### config.mk
export PLATFORM = sky130hd
export DESIGN_NAME = fetch_sequencer
export DESIGN_NICKNAME = d
export VERILOG_FILES = /design/src/rtl/fetch_sequencer.sv
export SDC_FILE = /design/constraint.sdc
export NUM_CORES = 1
export LEC_CHECK = 0
export BUFFER_PORTS_ARGS = -buffer_cell sky130_fd_sc_hd__buf_2
export CAP_MARGIN = 10
export CORE_UTILIZATION = 40
export CTS_CLUSTER_DIAMETER = 150
export DETAILED_ROUTE_END_ITERATION = 12
export PLACE_DENSITY = 0.83
export SLEW_MARGIN = 20
export SYNTH_ARGS = -nofsm -noshare
export SYNTH_HDL_FRONTEND = slang
export SYNTH_SLANG_ARGS = --single-unit
### constraint.sdc
create_clock -name CLK -period 4.67 [get_ports CLK]
set_clock_uncertainty 0.05 [all_clocks]
set_input_delay 0.7005 -clock CLK [delete_from_list [all_inputs] [get_ports CLK]]
set_output_delay 0.7005 -clock CLK [all_outputs]
set_load 0.01 [all_outputs]
### src/rtl/fetch_sequencer.sv
// fetch_sequencer: owns the PC, fetches one instruction at a time into the
// instruction register and holds it in EXEC until any data-memory access
// completes, then steps the PC from the jump/branch/sequential redirects.
module fetch_sequencer #(
    parameter logic [31:0] PC_INIT  = 32'h0000_0000,
    parameter logic [31:0] NOP_WORD = 32'h0000_0000
) (
    input  logic        CLK,
    input  logic        RST,
    input  logic        ihit,
    input  logic [31:0] iload,
    input  logic        dmem_req,
    input  logic        dhit,
    input  logic        pc_src,
    input  logic [31:0] branch_target,
    input  logic        jump,
    input  logic [31:0] jump_target,
    input  logic        halt,
    output logic        imemREN,
    output logic [31:0] imemaddr,
    output logic [31:0] instr,
    output logic        instr_valid,
    output logic [31:0] pc,
    output logic [31:0] pc_plus4,
    output logic        halted,
    output logic [31:0] retire_count
);

    typedef enum logic [1:0] {
        S_FETCH = 2'd0,
        S_EXEC  = 2'd1,
        S_HALT  = 2'd2
    } state_t;

    state_t      state_q, state_d;
    logic [31:0] pc_q, pc_d;
    logic [31:0] instr_q, instr_d;
    logic [31:0] retire_q, retire_d;
    logic        retire;

    // An EXEC instruction retires unless it is still waiting on data memory.
    assign retire   = (state_q == S_EXEC) && !(dmem_req && !dhit);
    assign pc_plus4 = pc_q + 32'd4;

    // State and datapath registers; reset aborts any in-flight instruction.
    always_ff @(posedge CLK or posedge RST) begin
        if (RST) begin
            state_q  <= S_FETCH;
            pc_q     <= PC_INIT;
            instr_q  <= NOP_WORD;
            retire_q <= 32'd0;
        end else begin
            state_q  <= state_d;
            pc_q     <= pc_d;
            instr_q  <= instr_d;
            retire_q <= retire_d;
        end
    end

    // Next-state: FETCH waits for ihit, EXEC leaves on retire, HALT is sticky.
    always_comb begin
        state_d = state_q;
        case (state_q)
            S_FETCH: if (ihit) state_d = S_EXEC;
            S_EXEC:  if (retire) state_d = halt ? S_HALT : S_FETCH;
            S_HALT:  state_d = S_HALT;
            default: state_d = S_FETCH;
        endcase
    end

    // Datapath next values: latch fetched word, pick next PC on retire.
    always_comb begin
        pc_d     = pc_q;
        instr_d  = instr_q;
        retire_d = retire_q;
        if (state_q == S_FETCH && ihit) begin
            instr_d = iload;
        end
        if (retire) begin
            retire_d = retire_q + 32'd1;
            if (halt) begin
                // HALT keeps the pc of the halting instruction and shows a NOP.
                instr_d = NOP_WORD;
            end else if (jump) begin
                pc_d = {jump_target[31:2], 2'b00};
            end else if (pc_src) begin
                pc_d = {branch_target[31:2], 2'b00};
            end else begin
                pc_d = pc_plus4;
            end
        end
    end

    // Outputs decoded from state so they follow reset without a clock edge.
    always_comb begin
        imemREN     = (state_q == S_FETCH);
        instr_valid = (state_q == S_EXEC);
        halted      = (state_q == S_HALT);
        imemaddr    = pc_q;
        pc          = pc_q;
        instr       = instr_q;
        retire_count = retire_q;
    end

endmodule

==> results of run 1 <==
## worst max path at each step
stage,startpoint,endpoint,slack (ns),cells after the start
2_1_floorplan,RST,imemaddr[10],1.41,1
3_3_place_gp,imemaddr[2],pc_plus4[30],1.92,7
3_5_place_dp,imemaddr[2],pc_plus4[30],1.87,7
4_1_cts,imemaddr[2],pc_plus4[30],1.45,7
5_1_grt,imemaddr[2],pc_plus4[30],1.33,7
6_report,imemaddr[2],pc_plus4[30],1.46,7
## critical path, cell delays in order, from the launching register on
cell and delay, ns:
dfrtp_1 0.43, ha_1 0.25, and2_1 0.23, and4_1 0.45, and2_2 0.23, and3_1 0.20, xor2_1 0.16, buf_2 0.16
## layer usage
layer,track usage,up-vias,wire (um)
met5,0,-,0
met4,0.08465,0,351
met3,0.04693,26,988
met2,0.3528,197,7535
met1,0.2819,2432,6594
li1,-,2484,-
## layout make-up
cell class,instances,area share
multi-input combinational,430,0.3839
sequential,96,0.3492
timing repair buffer,258,0.1884
clock buffer,10,0.03328
tap,176,0.03201
clock inverter,6,0.007456
inverter,10,0.005819
## logic make-up after synthesis
group	count (synthesis)
compound gates	127
buf+inv	80
fa+ha+maj	2
other cells	1
flops	96
mux	9
xor+xnor	59
simple gates	227
## layout by cell type, fill, tap and decap left out, drive strengths merged, types with 11 or more instances in the layout
master,count
and3,15
nand3,21
inv,13
nand4,20
a21oi,55
and4,11
nand2,96
xor2,22
o21ai,25
xnor2,37
dfrtp,96
nor3,11
buf,258
nor2,25
## per-stage QoR
stage,cell area [um2],power (W)
6_report,6880,0.003898
4_1_cts,6877,0.003920
3_3_place_gp,6595,0.003158
5_1_grt,6880,0.004154
3_5_place_dp,6596,0.003197
2_1_floorplan,5498,0.002595
## flip-flops by register name (all words and copies together), names as in the netlist
signal and count:
retire_count 32, instr 32, state_q 2, imemaddr 30
## power by group through the flow
| stage | clock (W) | combinational (W) | sequential, W |
|---|---|---|---|
| 2_1_floorplan | 0 | 0.00101 | 0.00158 |
| 5_1_grt | 0.000764 | 0.00183 | 0.00156 |
| 3_3_place_gp | 0 | 0.00166 | 0.00150 |
| 4_1_cts | 0.000733 | 0.00168 | 0.00150 |
| 6_report | 0.000715 | 0.00167 | 0.00151 |
| 3_5_place_dp | 0 | 0.00168 | 0.00152 |
==> key figures, run 1 <==
Drt
  – DRT antenna net count: 0
  – TritonRoute pass-1 iters: 7
  – Vias: 5,139
  – Vias/cell: 5.212
  – Total wire length: 15,470 um
  – Iter 0 DRT Violations: 356
  – Routed len/inst: 15.69 um
  – DR DRC count: 0

Place
  – DP HPWL: 10,890 um
  – Post-Place Cells: 970
  – Pre-CTS setup slack: 1.871 ns
  – Placer Congestion: 0.8033
  – IO Port Bufs: 256

GRT
  – Vias in the first global route: 4,678
  – Grt total ovfl: 0
  – First-pass GRT wire length: 24,380 um
  – Initial antenna violation count: 0
  – Largest net degree at the start of global routing: 66
  – GRT Total Usage: 0.2174

Floorplan
  – Die ar.: 0.01417 mm2
  – I/O pin count: 267
  – Die Width: 119.0 um
  – Area of the core: 0.01330 mm2
  – Die Y: 119.0 um
  – Starting Density: 0.4121
  – Row cnt: 42

Setup path
  – Reg2Reg Launch Point: imemaddr[2]
  – Crit path DAT: 2.46 ns
  – Reg-to-reg setup timing slack: 2.48 ns
  – Setup crit end kind: primary output
  – Crit path max fanout: 9
  – R2R cell count: 6
  – RR Endpoint: imemaddr[22]
  – Critical path required time: 3.92 ns
  – CP Launch Type: flop
  – WS Path Type: flop to primary output

Layout
  – Fin nets: 911
  – Fillers: 1,249
  – Area of the multi-input gates: 0.002641 mm2
  – Layout area overhead: 25.58%
  – Share of layout cells above drive strength 1: 0.3667
  – Fin cells: 986
  – Ant diodes: 0
  – Reg area: 0.002402 mm2
  – Util after Layout: 0.5175

Logic synthesis
  – Synth Area in Compound Gates: 0.1436
  – Top post-synthesis cells by count: dfrtp_1 (96), nand2_1 (96), a21oi_1 (55), xnor2_1 (37), buf_4 (36)
  – Post-synthesis cell area: 0.005479 mm2
  – Top-area cell type share of the netlist area: 0.4385
  – Post-synth EDFFs: 0
  – Async SR Flop Fraction: 1.000
  – Synth Area per Inst: 9.116 um2
  – Ys flop type: dfrtp_1
  – Yosys top cell by area: dfrtp_1
  – Synth cell types: 54
  – Ys Warns: 0
  – Seq/Total Area, Yosys: 0.4385
  – Largest cells by area after synthesis: dfrtp_1 (44%), nand2_1 (6.6%), xnor2_1 (5.9%), a21oi_1 (5.0%), buf_4 (4.9%)
  – Post-synthesis xor/xnor area fraction: 0.09431
  – Fraction of synthesized area in multiplexers: 0.01667
  – Synth Area in Adders: 0.004567
  – Largest family of logic cells by synthesized area: simple AND/OR/NAND/NOR gates
  – Mapped Cells: 601
  – Simple-gate share of the synthesized area: 0.2165
  – Seq cells post-synth: 96

CTS
  – Hold buffers post-CTS: 0
  – Longest Clk Path Bufs: 2
  – CTS Sinks: 96
  – CTS tree: yes
  – CTS resizes: 0
  – H-Tree Depth: 3
  – CTS Buf Count: 9
  – Clock Latency Late Sink: 0.35 ns
  – Post-CTS setup buffers: 0
  – Root Driver: clkbuf_16
  – Clock-pin transition on the worst setup and hold timing paths: 0.07 ns

STA
  – Final min period: 3.208 ns
  – Hold slack: 0.4256 ns
  – Final worst path period share: 0.6869
  – Max Clock Freq: 311.8 MHz
  – Setup Total Neg Slack: 0 ns
  – RSZ-0062 raised after global routing: false
  – Setup ws final: 1.462 ns
  – Rel. slew slack: 0.3402
  – Final setup vio count: 0
  – Final slew viol count: 0
  – Final Hold Vio Count: 0
  – Actual slew at the worst max-slew pin: 0.9853 ns

Worst hold path
  – Hold_sp: retire_count[31]
  – Hold Path Sink: retire_count[31]
  – Hold path cells: 1
  – Hold WC Path Type: flop to flop

Run
  – Max Cap Violations: 0

Power
  – Max IR drop VDD: 188.5 uV
  – Pint: 0.002225 W
  – Power per cell area: 566.5 mW/mm2
  – Leak: 3.494 nW
  – Sw power: 0.001673 W
  – Switching power share of the total: 0.4292
  – Seq pwr share: 0.387
  – Clk network pwr share: 0.183
  – Combinational share of power: 0.430

Status
  – Outcome: finished, final reports clean
Note: power is estimated with default switching activity, not from simulation.
==> run 2: changes to the inputs <==
Settings changed: ABC_AREA from default to 1, PLACE_DENSITY 0.83 to 0.84.
Clock period 4.67 ns to 2.9 ns, I/O delays scaled along.
==> key figures, run 2 <==
CTS
  – CTS Buf Count: 9
  – CTS Sinks: 96
  – Clock Latency Late Sink: 0.35 ns
  – Post-CTS setup buffers: 0
  – CTS resizes: 0
  – Root Driver: clkbuf_16
  – H-Tree Depth: 3
  – CTS tree: yes
  – Hold buffers post-CTS: 0
  – Longest Clk Path Bufs: 2
  – Clock-pin transition on the worst setup and hold timing paths: 0.07 ns

Layout
  – Share of layout cells above drive strength 1: 0.2787
  – Leading cell types in the layout, fill and taps excluded: buf_2 (256), nand2_1 (207), nor2_1 (185)
  – Final Cell Area: 0.007470 mm2
  – Ant diodes: 0
  – Area of the multi-input gates: 0.002900 mm2
  – Fin nets: 1,174
  – Fin cells: 1,257
  – Fillers: 1,390
  – Util after Layout: 0.5139
  – Layout area overhead: 25.34%
  – Reg area: 0.002402 mm2
  – Commonest non-fill, non-tap cell in the layout: buf_2

GRT
  – GRT Total Usage: 0.2264
  – Grt total ovfl: 0
  – Vias in the first global route: 5,514
  – First-pass GRT wire length: 26,840 um
  – Initial antenna violation count: 0
  – Largest net degree at the start of global routing: 49

Setup path
  – Reg-to-reg setup timing slack: 0.79 ns
  – R2R cell count: 9
  – Critical path cell sequence: ha_1, nand2_1, nor2_4, nand2_1, nor2_1, nand3_1, nand2_1, buf_2
  – WP buf/inv: 1
  – Crit path max fanout: 7
  – Critical path required time: 2.41 ns
  – Reg2Reg Launch Point: imemaddr[2]
  – Critical-path top delay cell: dfrtp_1
  – Max incr delay on CP: 0.45 ns
  – CP delay by family, top: simple AND/OR/NAND/NOR gates
  – RR Endpoint: imemaddr[24]
  – Cell mode on critical path: nand2_1
  – CP Launch Type: flop
  – Crit path DAT: 2.19 ns
  – WS Path Type: flop to primary output
  – Setup crit end kind: primary output

Logic synthesis
  – Post-synthesis cell area: 0.005959 mm2
  – Mapped Cells: 851
  – Most frequent cell after synthesis: nand2_1
  – Synth cell types: 36
  – Seq/Total Area, Yosys: 0.4031
  – Top post-synthesis cells by count: nand2_1 (207), nor2_1 (186), dfrtp_1 (96), inv_1 (71), nand3_1 (42)
  – Seq cells post-synth: 96
  – Async SR Flop Fraction: 1.000
  – Ys flop type: dfrtp_1
  – Yosys top cell by area: dfrtp_1
  – Ys Warns: 0
  – Synth Area per Inst: 7.003 um2
  – Largest cells by area after synthesis: dfrtp_1 (40%), nand2_1 (13%), nor2_1 (12%), buf_4 (4.7%), inv_1 (4.5%)
  – Top-area cell type share of the netlist area: 0.4031
  – Post-synth EDFFs: 0

Place
  – Post-DP Area: 0.007179 mm2
  – DP HPWL: 13,440 um
  – IO Port Bufs: 256
  – Placer Congestion: 0.8926
  – Post-Place Cells: 1,241

Power
  – Pint: 0.003664 W
  – Sw power: 0.003024 W
  – Power per cell area: 895.4 mW/mm2
  – Leak: 3.951 nW
  – Clk network pwr share: 0.174
  – Tot Pwr: 0.006688 W
  – Combinational share of power: 0.475
  – Max IR drop VDD: 596.5 uV
  – Switching power share of the total: 0.4521
  – Seq pwr share: 0.350

Run
  – Max Cap Violations: 0

Floorplan
  – Die Y: 124.1 um
  – Row cnt: 44
  – Die ar.: 0.01539 mm2
  – I/O pin count: 267
  – Starting Density: 0.4100
  – Die Width: 124.1 um
  – Area of the core: 0.01453 mm2

STA
  – Final slew viol count: 0
  – Final min period: 2.679 ns
  – Setup Total Neg Slack: 0 ns
  – Final worst path period share: 0.9237
  – Final Hold Vio Count: 0
  – Rel. slew slack: 0.6502
  – Actual slew at the worst max-slew pin: 0.5242 ns
  – RSZ-0062 raised after global routing: false
  – Final setup vio count: 0
  – Max Clock Freq: 373.3 MHz

Drt
  – Vias/cell: 4.922
  – Vias: 6,187
  – Total wire length: 17,450 um
  – DR DRC count: 0
  – Routed len/inst: 13.88 um
  – DRT antenna net count: 0
  – Iter 0 DRT Violations: 313
  – TritonRoute pass-1 iters: 5

Status
  – Outcome: finished, final reports clean

Worst hold path
  – Hold WC Path Type: primary input to async pin
-- run 2: changes by cell type after synthesis, sizes merged, moves of 16 or more --
cell,delta
a21oi,-21
nor2,+170
inv,+63
clkbuf,-20
nand2,+116
nor3,+28
nand3,+21
nand4,-16
xnor2,-29
-- run 2: worst register-to-register path: cells and delay by family, from the launching register on --
kind                       cells  cell delay [ns]
and+or+nand+nor                7             1.15
DFF                            1             0.45
adders and majority gates      1             0.21
AOI/OAI and AO/OA              1             0.17
-- run 2: worst max-delay path by stage --
| stage | slack [ns] | startpoint | end | cells after the start |
|---|---|---|---|---|
| floorplan | 1.03 | imemaddr[2] | pc_plus4[26] | 7 |
| global placement | 0.63 | imemaddr[2] | pc_plus4[24] | 8 |
| detailed placement | 0.60 | imemaddr[2] | pc_plus4[24] | 8 |
| CTS | 0.20 | imemaddr[2] | pc_plus4[24] | 8 |
| global route | 0.07 | imemaddr[2] | pc_plus4[20] | 9 |
| finish | 0.22 | imemaddr[2] | pc_plus4[24] | 8 |
-- run 2: power by group through the flow --
stage          Combinational [W]  Sequential, W  Clock (W)
3_3_place_gp             0.00313        0.00233          0
3_5_place_dp             0.00319        0.00235          0
5_1_grt                  0.00358        0.00243    0.00126
6_report                 0.00318        0.00234    0.00117
4_1_cts                  0.00320        0.00234    0.00120
2_1_floorplan            0.00193        0.00248          0
-- run 2: area by class of cell --
cell class / instances / share of cell area
Sequential cell: 96 / 0.3216
Multi-Input combinational cell: 624 / 0.3883
Timing Repair Buffer: 264 / 0.1829
Tap cell: 184 / 0.03082
Inverter: 73 / 0.03752
Clock buffer: 9 / 0.03015
Clock inverter: 7 / 0.008710
-- run 2: kinds of logic after synthesis --
family | share of synthesized area
AOI/OAI and AO/OA | 0.08566
xor gates and xnor gates | 0.04556
adders and majority gates | 0.004198
buffers and inverters | 0.1138
DFF | 0.4031
other | 0.0006293
and+or+nand+nor | 0.3470
-- run 2: layer usage --
| metal | GRT usage | wire, um | vias to the layer above |
|---|---|---|---|
| met4 | 0.09524 | 427 | 0 |
| met3 | 0.04121 | 1105 | 31 |
| li1 | - | - | 3077 |
| met5 | 0 | 0 | - |
| met2 | 0.3964 | 8708 | 241 |
| met1 | 0.2709 | 7207 | 2838 |
-- run 2: stage by stage --
stage	hold WS (ns)	worst slack, ns
floorplan	0.4472	1.033
global placement	0.3849	0.6316
detailed placement	0.3928	0.5959
CTS	0.01567	0.2033
global route	0.03906	0.07171
finish	0.01783	0.2213
